--- src/rtl/dcm_reset_ctrl.sv ---
// dcm_reset_ctrl: sequences a DCM_SP through reset, lock acquisition and a
// stability window before releasing the reset of the logic it clocks.
// Failed attempts are retried up to a limit, after which the block parks
// in a fault state until restart_i or rst_i is asserted.
module dcm_reset_ctrl #(
    parameter int RST_HOLD_CYCLES = 8,
    parameter int LOCK_TIMEOUT    = 16384,
    parameter int STABLE_CYCLES   = 64,
    parameter int MAX_RETRIES     = 0
) (
    input  logic       clk_i,
    input  logic       rst_i,
    input  logic       dcm_locked_i,
    input  logic [7:0] dcm_status_i,
    input  logic       restart_i,
    output logic       dcm_rst_o,
    output logic       sys_rst_o,
    output logic       clk_ready_o,
    output logic       fault_o,
    output logic [7:0] retry_count_o
);

    typedef enum logic [2:0] {
        RESET_DCM,
        WAIT_LOCK,
        STABILISE,
        RUN,
        FAULT
    } state_t;

    // The shared counter must hold the largest terminal count of any state.
    localparam int MAX_AB    = (RST_HOLD_CYCLES > STABLE_CYCLES) ? RST_HOLD_CYCLES : STABLE_CYCLES;
    localparam int MAX_COUNT = (MAX_AB > LOCK_TIMEOUT) ? MAX_AB : LOCK_TIMEOUT;
    localparam int CNT_W     = $clog2(MAX_COUNT + 1);

    localparam logic [CNT_W-1:0] HOLD_LAST    = CNT_W'(RST_HOLD_CYCLES - 1);
    localparam logic [CNT_W-1:0] TIMEOUT_LAST = CNT_W'(LOCK_TIMEOUT - 1);
    localparam logic [CNT_W-1:0] STABLE_LAST  = CNT_W'(STABLE_CYCLES - 1);
    localparam logic [CNT_W-1:0] CNT_ONE      = CNT_W'(1);

    // Bit 0 is LOCKED, bits 1 and 2 are the CLKIN/CLKFX stopped flags.
    logic [2:0] meta_q;
    logic [2:0] sync_q;

    state_t           state_q, state_d;
    logic [CNT_W-1:0] cnt_q, cnt_d;
    logic [7:0]       retry_q, retry_d;
    logic             dcmRst_q, sysRst_q, clkReady_q, fault_q;

    logic       locked;
    logic       bad;
    logic       failure;
    logic [7:0] retryInc;
    logic       retryLimit;
    logic       unusedStatusBits;

    assign unusedStatusBits = ^{dcm_status_i[7:3], dcm_status_i[0]};

    assign locked     = sync_q[0];
    assign bad        = sync_q[1] | sync_q[2];
    assign retryInc   = (retry_q == 8'hFF) ? 8'hFF : retry_q + 8'd1;
    assign retryLimit = (MAX_RETRIES != 0) && (int'(retryInc) >= MAX_RETRIES);

    // Two-flop synchronisers bring the asynchronous DCM flags into clk_i.
    always_ff @(posedge clk_i or posedge rst_i) begin
        if (rst_i) begin
            meta_q <= 3'b000;
            sync_q <= 3'b000;
        end else begin
            meta_q <= {dcm_status_i[2], dcm_status_i[1], dcm_locked_i};
            sync_q <= meta_q;
        end
    end

    // Next-state, counter and retry bookkeeping; restart overrides everything.
    always_comb begin
        state_d = state_q;
        cnt_d   = cnt_q;
        retry_d = retry_q;
        failure = 1'b0;
        if (restart_i) begin
            state_d = RESET_DCM;
            cnt_d   = '0;
            retry_d = 8'd0;
        end else begin
            case (state_q)
                RESET_DCM: begin
                    if (cnt_q == HOLD_LAST) begin
                        state_d = WAIT_LOCK;
                        cnt_d   = '0;
                    end else begin
                        cnt_d = cnt_q + CNT_ONE;
                    end
                end
                WAIT_LOCK: begin
                    if (locked && !bad) begin
                        state_d = STABILISE;
                        cnt_d   = '0;
                    end else if (cnt_q == TIMEOUT_LAST) begin
                        failure = 1'b1;
                    end else begin
                        cnt_d = cnt_q + CNT_ONE;
                    end
                end
                STABILISE: begin
                    if (!locked || bad) begin
                        failure = 1'b1;
                    end else if (cnt_q == STABLE_LAST) begin
                        state_d = RUN;
                        cnt_d   = '0;
                    end else begin
                        cnt_d = cnt_q + CNT_ONE;
                    end
                end
                RUN: begin
                    if (!locked || bad) begin
                        failure = 1'b1;
                    end
                end
                FAULT: begin
                    state_d = FAULT;
                end
                default: begin
                    state_d = RESET_DCM;
                    cnt_d   = '0;
                end
            endcase
            if (failure) begin
                retry_d = retryInc;
                state_d = retryLimit ? FAULT : RESET_DCM;
                cnt_d   = '0;
            end
        end
    end

    // State register; outputs are decoded from the next state so they switch on the same edge.
    always_ff @(posedge clk_i or posedge rst_i) begin
        if (rst_i) begin
            state_q    <= RESET_DCM;
            cnt_q      <= '0;
            retry_q    <= 8'd0;
            dcmRst_q   <= 1'b1;
            sysRst_q   <= 1'b1;
            clkReady_q <= 1'b0;
            fault_q    <= 1'b0;
        end else begin
            state_q    <= state_d;
            cnt_q      <= cnt_d;
            retry_q    <= retry_d;
            dcmRst_q   <= (state_d == RESET_DCM) || (state_d == FAULT);
            sysRst_q   <= (state_d != RUN);
            clkReady_q <= (state_d == RUN);
            fault_q    <= (state_d == FAULT);
        end
    end

    assign dcm_rst_o     = dcmRst_q;
    assign sys_rst_o     = sysRst_q;
    assign clk_ready_o   = clkReady_q;
    assign fault_o       = fault_q;
    assign retry_count_o = retry_q;

endmodule

--- config.mk ---
export PLATFORM = sky130hd
export DESIGN_NAME = dcm_reset_ctrl
export DESIGN_NICKNAME = d
export VERILOG_FILES = /design/src/rtl/dcm_reset_ctrl.sv
export SDC_FILE = /design/constraint.sdc
export NUM_CORES = 1
export LEC_CHECK = 0
export BUFFER_PORTS_ARGS = -buffer_cell sky130_fd_sc_hd__buf_2
export CAP_MARGIN = 20
export CORE_UTILIZATION = 61
export CTS_CLUSTER_DIAMETER = 100
export DETAILED_ROUTE_END_ITERATION = 12
export GPL_ROUTABILITY_DRIVEN = 0
export PLACE_DENSITY_LB_ADDON = 0.12
export SETUP_SLACK_MARGIN = 0.5
export SLEW_MARGIN = 10
export SYNTH_ARGS = -nofsm -noshare
export SYNTH_HDL_FRONTEND = slang
export SYNTH_SLANG_ARGS = --single-unit
export TNS_END_PERCENT = 10
--- constraint.sdc ---
create_clock -name clk_i -period 4.6 [get_ports clk_i]
set_input_delay 1.15 -clock clk_i [delete_from_list [all_inputs] [get_ports clk_i]]
set_output_delay 1.15 -clock clk_i [all_outputs]
set_load 0.005 [all_outputs]
==> impl_table.tex <==
\begin{tabular}{lr}
\hline
Metric & Value \\
\hline
\multicolumn{2}{l}{\textbf{Synthesis}} \\
Syn. warnings & 0 \\
Unique masters post-synth & 44 \\
Sequential fraction of the synthesis area & 49.93\% \\
FF+latch count, synth & 36 \\
Post-synth EDFFs & 0 \\
Post-synth net total & 208 \\
Post-synthesis area per instance & 9.326 um\^{}2 \\
Synth Cell Area & 1809 um\^{}2 \\
Main flop type after synthesis & sky130\_fd\_sc\_hd\_\_dfrtp\_1 \\
Post-Syn Instances & 194 \\
Fraction of synthesis flops using an asynchronous set or reset pin & 100.0\% \\
\multicolumn{2}{l}{\textbf{Timing}} \\
Headroom to the max-slew limit & 65.33\% \\
Setup WS post-layout & 2.018 ns \\
Actual transition at the worst max-transition pin & 0.5158 ns \\
Setup TNS & 0 ns \\
Endpoints failing hold & 0 \\
Final cycle utilization of the critical path & 56.14\% \\
Worst Clk Skew & 0.005713 ns \\
Peak Freq & 387.2 MHz \\
Setup repair after global routing missed its margin & no \\
Pins Over Slew Limit & 0 \\
Count of endpoints failing setup in the final report & 0 \\
Time the final worst path needs with I/O delays and setup & 2.582 ns \\
\multicolumn{2}{l}{\textbf{CTS}} \\
Number of H-tree levels & 2 \\
PostCTS Resize Cnt & 0 \\
Cell chosen for the clock root & sky130\_fd\_sc\_hd\_\_clkbuf\_4 \\
TritonCTS Buffers & 5 \\
Post-CTS Setup Bufs & 0 \\
\# hold bufs at CTS & 0 \\
Largest buffer count on any clock path & 2 \\
Clock transition at path regs & 0.10 ns \\
CTS tree & built \\
Count of clock tree sinks & 36 \\
Later-pin clock latency in the skew report & 0.34 ns \\
\multicolumn{2}{l}{\textbf{Power}} \\
Total power after layout & 566.3 uW \\
Share of total power in the clock network & 37.8\% \\
Relative contribution of sequential cells to total power & 57.5\% \\
Part of the power in combinational logic & 4.7\% \\
Reported net switching power & 121.7 uW \\
Net switching fraction of the power & 21.49\% \\
Worst vdd ir & 387.5 uV \\
Leakage power total & 0.8986 nW \\
Internal power of the cells & 444.6 uW \\
Total power per unit cell area & 284.1 nW/um\^{}2 \\
\multicolumn{2}{l}{\textbf{Layout}} \\
FF+latch area & 903.4 um\^{}2 \\
Area of combinational cells with multiple inputs & 833.3 um\^{}2 \\
Filler Cells Inserted & 220 \\
Count of non-filler cells in the finished layout & 246 \\
Area Overhead vs Synth & 10.17\% \\
Share of cells above drive strength 1 & 15.35\% \\
Nets & 228 \\
ANT cells & 0 \\
\multicolumn{2}{l}{\textbf{Setup path}} \\
Arr. time, crit path & 2.80 ns \\
Critical Path Source Type & register \\
Critical path type & reg -> reg \\
Slowest cell on the critical path & sky130\_fd\_sc\_hd\_\_a211o\_1 \\
Kind of capture point of the worst setup path & register \\
CP max FO & 12 \\
Crit path required time & 4.81 ns \\
CP max stage delay & 0.48 ns \\
Cell breakdown of the critical path & ha\_1 > or4b\_1 > nor3\_2 > nand4\_1 > a211o\_1 > nand2\_1 > o211ai\_1 \\
\multicolumn{2}{l}{\textbf{Routing}} \\
Number of remaining DRC errors & 0 \\
Routed wirelength normalized by instance count & 14.92 um \\
Number of vias after detailed routing & 1495 \\
Total detailed-routing wirelength & 3671 um \\
Number of design-rule violations left by the first detailed-router iteration & 79 \\
Length of the first detailed-routing pass in iterations & 4 \\
Number of antenna-violating nets in the routed design & 0 \\
Via density & 6.077 \\
\multicolumn{2}{l}{\textbf{Global route}} \\
Remaining global-route overflow & 0 \\
Maximum number of pins on one net before global-route repair & 37 \\
Number of global-route vias before repair & 1406 \\
Number of antenna violations at the first check in global routing & 0 \\
Aggregate global-route resource usage & 25.87\% \\
Global-route wire length before repair & 6334 um \\
\multicolumn{2}{l}{\textbf{Outcome}} \\
Run status & finished clean \\
\multicolumn{2}{l}{\textbf{Floorplanning}} \\
Starting density of the core & 65.05\% \\
Die Height & 56.46 um \\
Horiz. Die Dim & 56.46 um \\
Core area & 2781 um\^{}2 \\
Row Count & 19 \\
DIE AREA & 3188 um\^{}2 \\
Number of top-level design ports & 24 \\
\multicolumn{2}{l}{\textbf{Placed design}} \\
HPWL after DPL & 2575 um \\
Number of placed instances with taps included & 237 \\
Count of buffers from port buffering & 17 \\
Worst Setup Slack post-DPL & 1.824 ns \\
\multicolumn{2}{l}{\textbf{Hold path}} \\
Path category of the worst min-delay check & reg -> reg \\
\multicolumn{2}{l}{\textbf{Run}} \\
Max-cap violations & 0 \\
\hline
\end{tabular}
-- worst max-delay path: cells and delay by family (launching register included) --
family	cells	cell delay, ns
simple gates	4	1.16
compound gates	2	0.64
flops	1	0.42
fa+ha+maj	1	0.23
-- worst paths after layout --
kind	end	from	slack (ns)	cells past startpoint
worst max-delay path	cnt_q[13]$_DFFE_PP0P_	cnt_q[0]$_DFFE_PP0P_	2.02	7
worst min-delay path	sync_q[2]$_DFF_PP0_	meta_q[2]$_DFF_PP0_	0.36	0
worst max register to register	cnt_q[13]$_DFFE_PP0P_	cnt_q[0]$_DFFE_PP0P_	2.02	7
worst min register to register	sync_q[2]$_DFF_PP0_	meta_q[2]$_DFF_PP0_	0.36	0
max in group asynchronous	dcm_rst_o$_DFF_PP1_	rst_i	3.38	3
min in group asynchronous	cnt_q[3]$_DFFE_PP0P_	rst_i	0.89	3
-- stage by stage --
stage	util, %	area [um^2]	hold WS [ns]
after floorplan	-	1809	0.3312
after global placement	68.65	1909	0.3349
after detailed placement	68.65	1909	0.3387
after CTS	71.39	1986	0.3620
after global routing	71.66	1993	0.3765
final	71.66	1993	0.3590
-- Yosys cell counts, drive strengths merged, types with 4 or more instances --
| cell | n | area [um^2] |
|---|---|---|
| nand4 | 8 | 50.05 |
| a31oi | 8 | 50.05 |
| a21oi | 5 | 25.02 |
| o22ai | 4 | 25.02 |
| nor3 | 6 | 35.03 |
| o21ai | 5 | 25.02 |
| dfrtp | 34 | 850.8 |
| inv | 9 | 33.78 |
| nor2 | 21 | 78.83 |
| clkbuf | 4 | 15.01 |
| nand2 | 28 | 105.1 |
| nand3 | 9 | 45.04 |
| and2 | 4 | 25.02 |
| and3 | 5 | 31.28 |
-- layout make-up --
cell class              instances  area share [%]
flip-flops and latches         36           45.32
multi-input cells             142           41.81
well taps                      31           1.946
clock inverters                 2           1.758
repair buffers                 20           5.399
inverters                       9           1.695
clock buffers                   6           2.072
-- registers in the layout (all words and copies together), names as in the netlist --
register,flops
cnt_q,15
retry_count_o,8
meta_q,3
state_q,3
sync_q,3
clk_ready_o,1
dcm_rst_o,1
fault_o,1
sys_rst_o,1
-- logic make-up (layout without fill, tap and decap cells) --
group           Yosys count  count (layout)  share of synthesized area (%)
compound gates           41              41                          16.04
simple gates             95              95                          26.62
buf+inv                  16              37                          4.011
xor+xnor                  3               3                          1.453
flops                    36              36                          49.93
fa+ha+maj                 2               2                          1.383
mux                       1               1                         0.5533
-- cell usage in the layout, fill, tap and decap left out, drive strengths merged, types with 2 or more instances in the layout --
master	count
nor3b	2
dfrtp	34
a21oi	5
dfstp	2
nor3	6
nor2	21
nand3	9
and3	5
ha	2
nor4	3
a31oi	8
nand4	8
o22ai	4
or3	3
nand2	28
a211o	2
a41o	3
buf	20
o211ai	2
o21ai	5
nor2b	2
a22o	2
inv	9
and2	4
a311oi	3
clkbuf	6
xnor2	3
-- layer usage --
metal  share of wire, %  GRT usage [%]
met3                5.6          5.300
met4                1.2          13.59
met5                  0              0
met2                 45          37.14
met1                 48          37.00
-- power groups by stage --
| stage | Clock, mW | Combinational (mW) | Sequential, mW |
|---|---|---|---|
| 2_1_floorplan | 0 | 0.0192 | 0.331 |
| 3_5_place_dp | 0 | 0.0267 | 0.332 |
| 3_3_place_gp | 0 | 0.0260 | 0.331 |
| 6_report | 0.214 | 0.0266 | 0.326 |
| 4_1_cts | 0.220 | 0.0269 | 0.326 |
| 5_1_grt | 0.228 | 0.0310 | 0.326 |
Note: power is estimated with default switching activity, not from simulation.
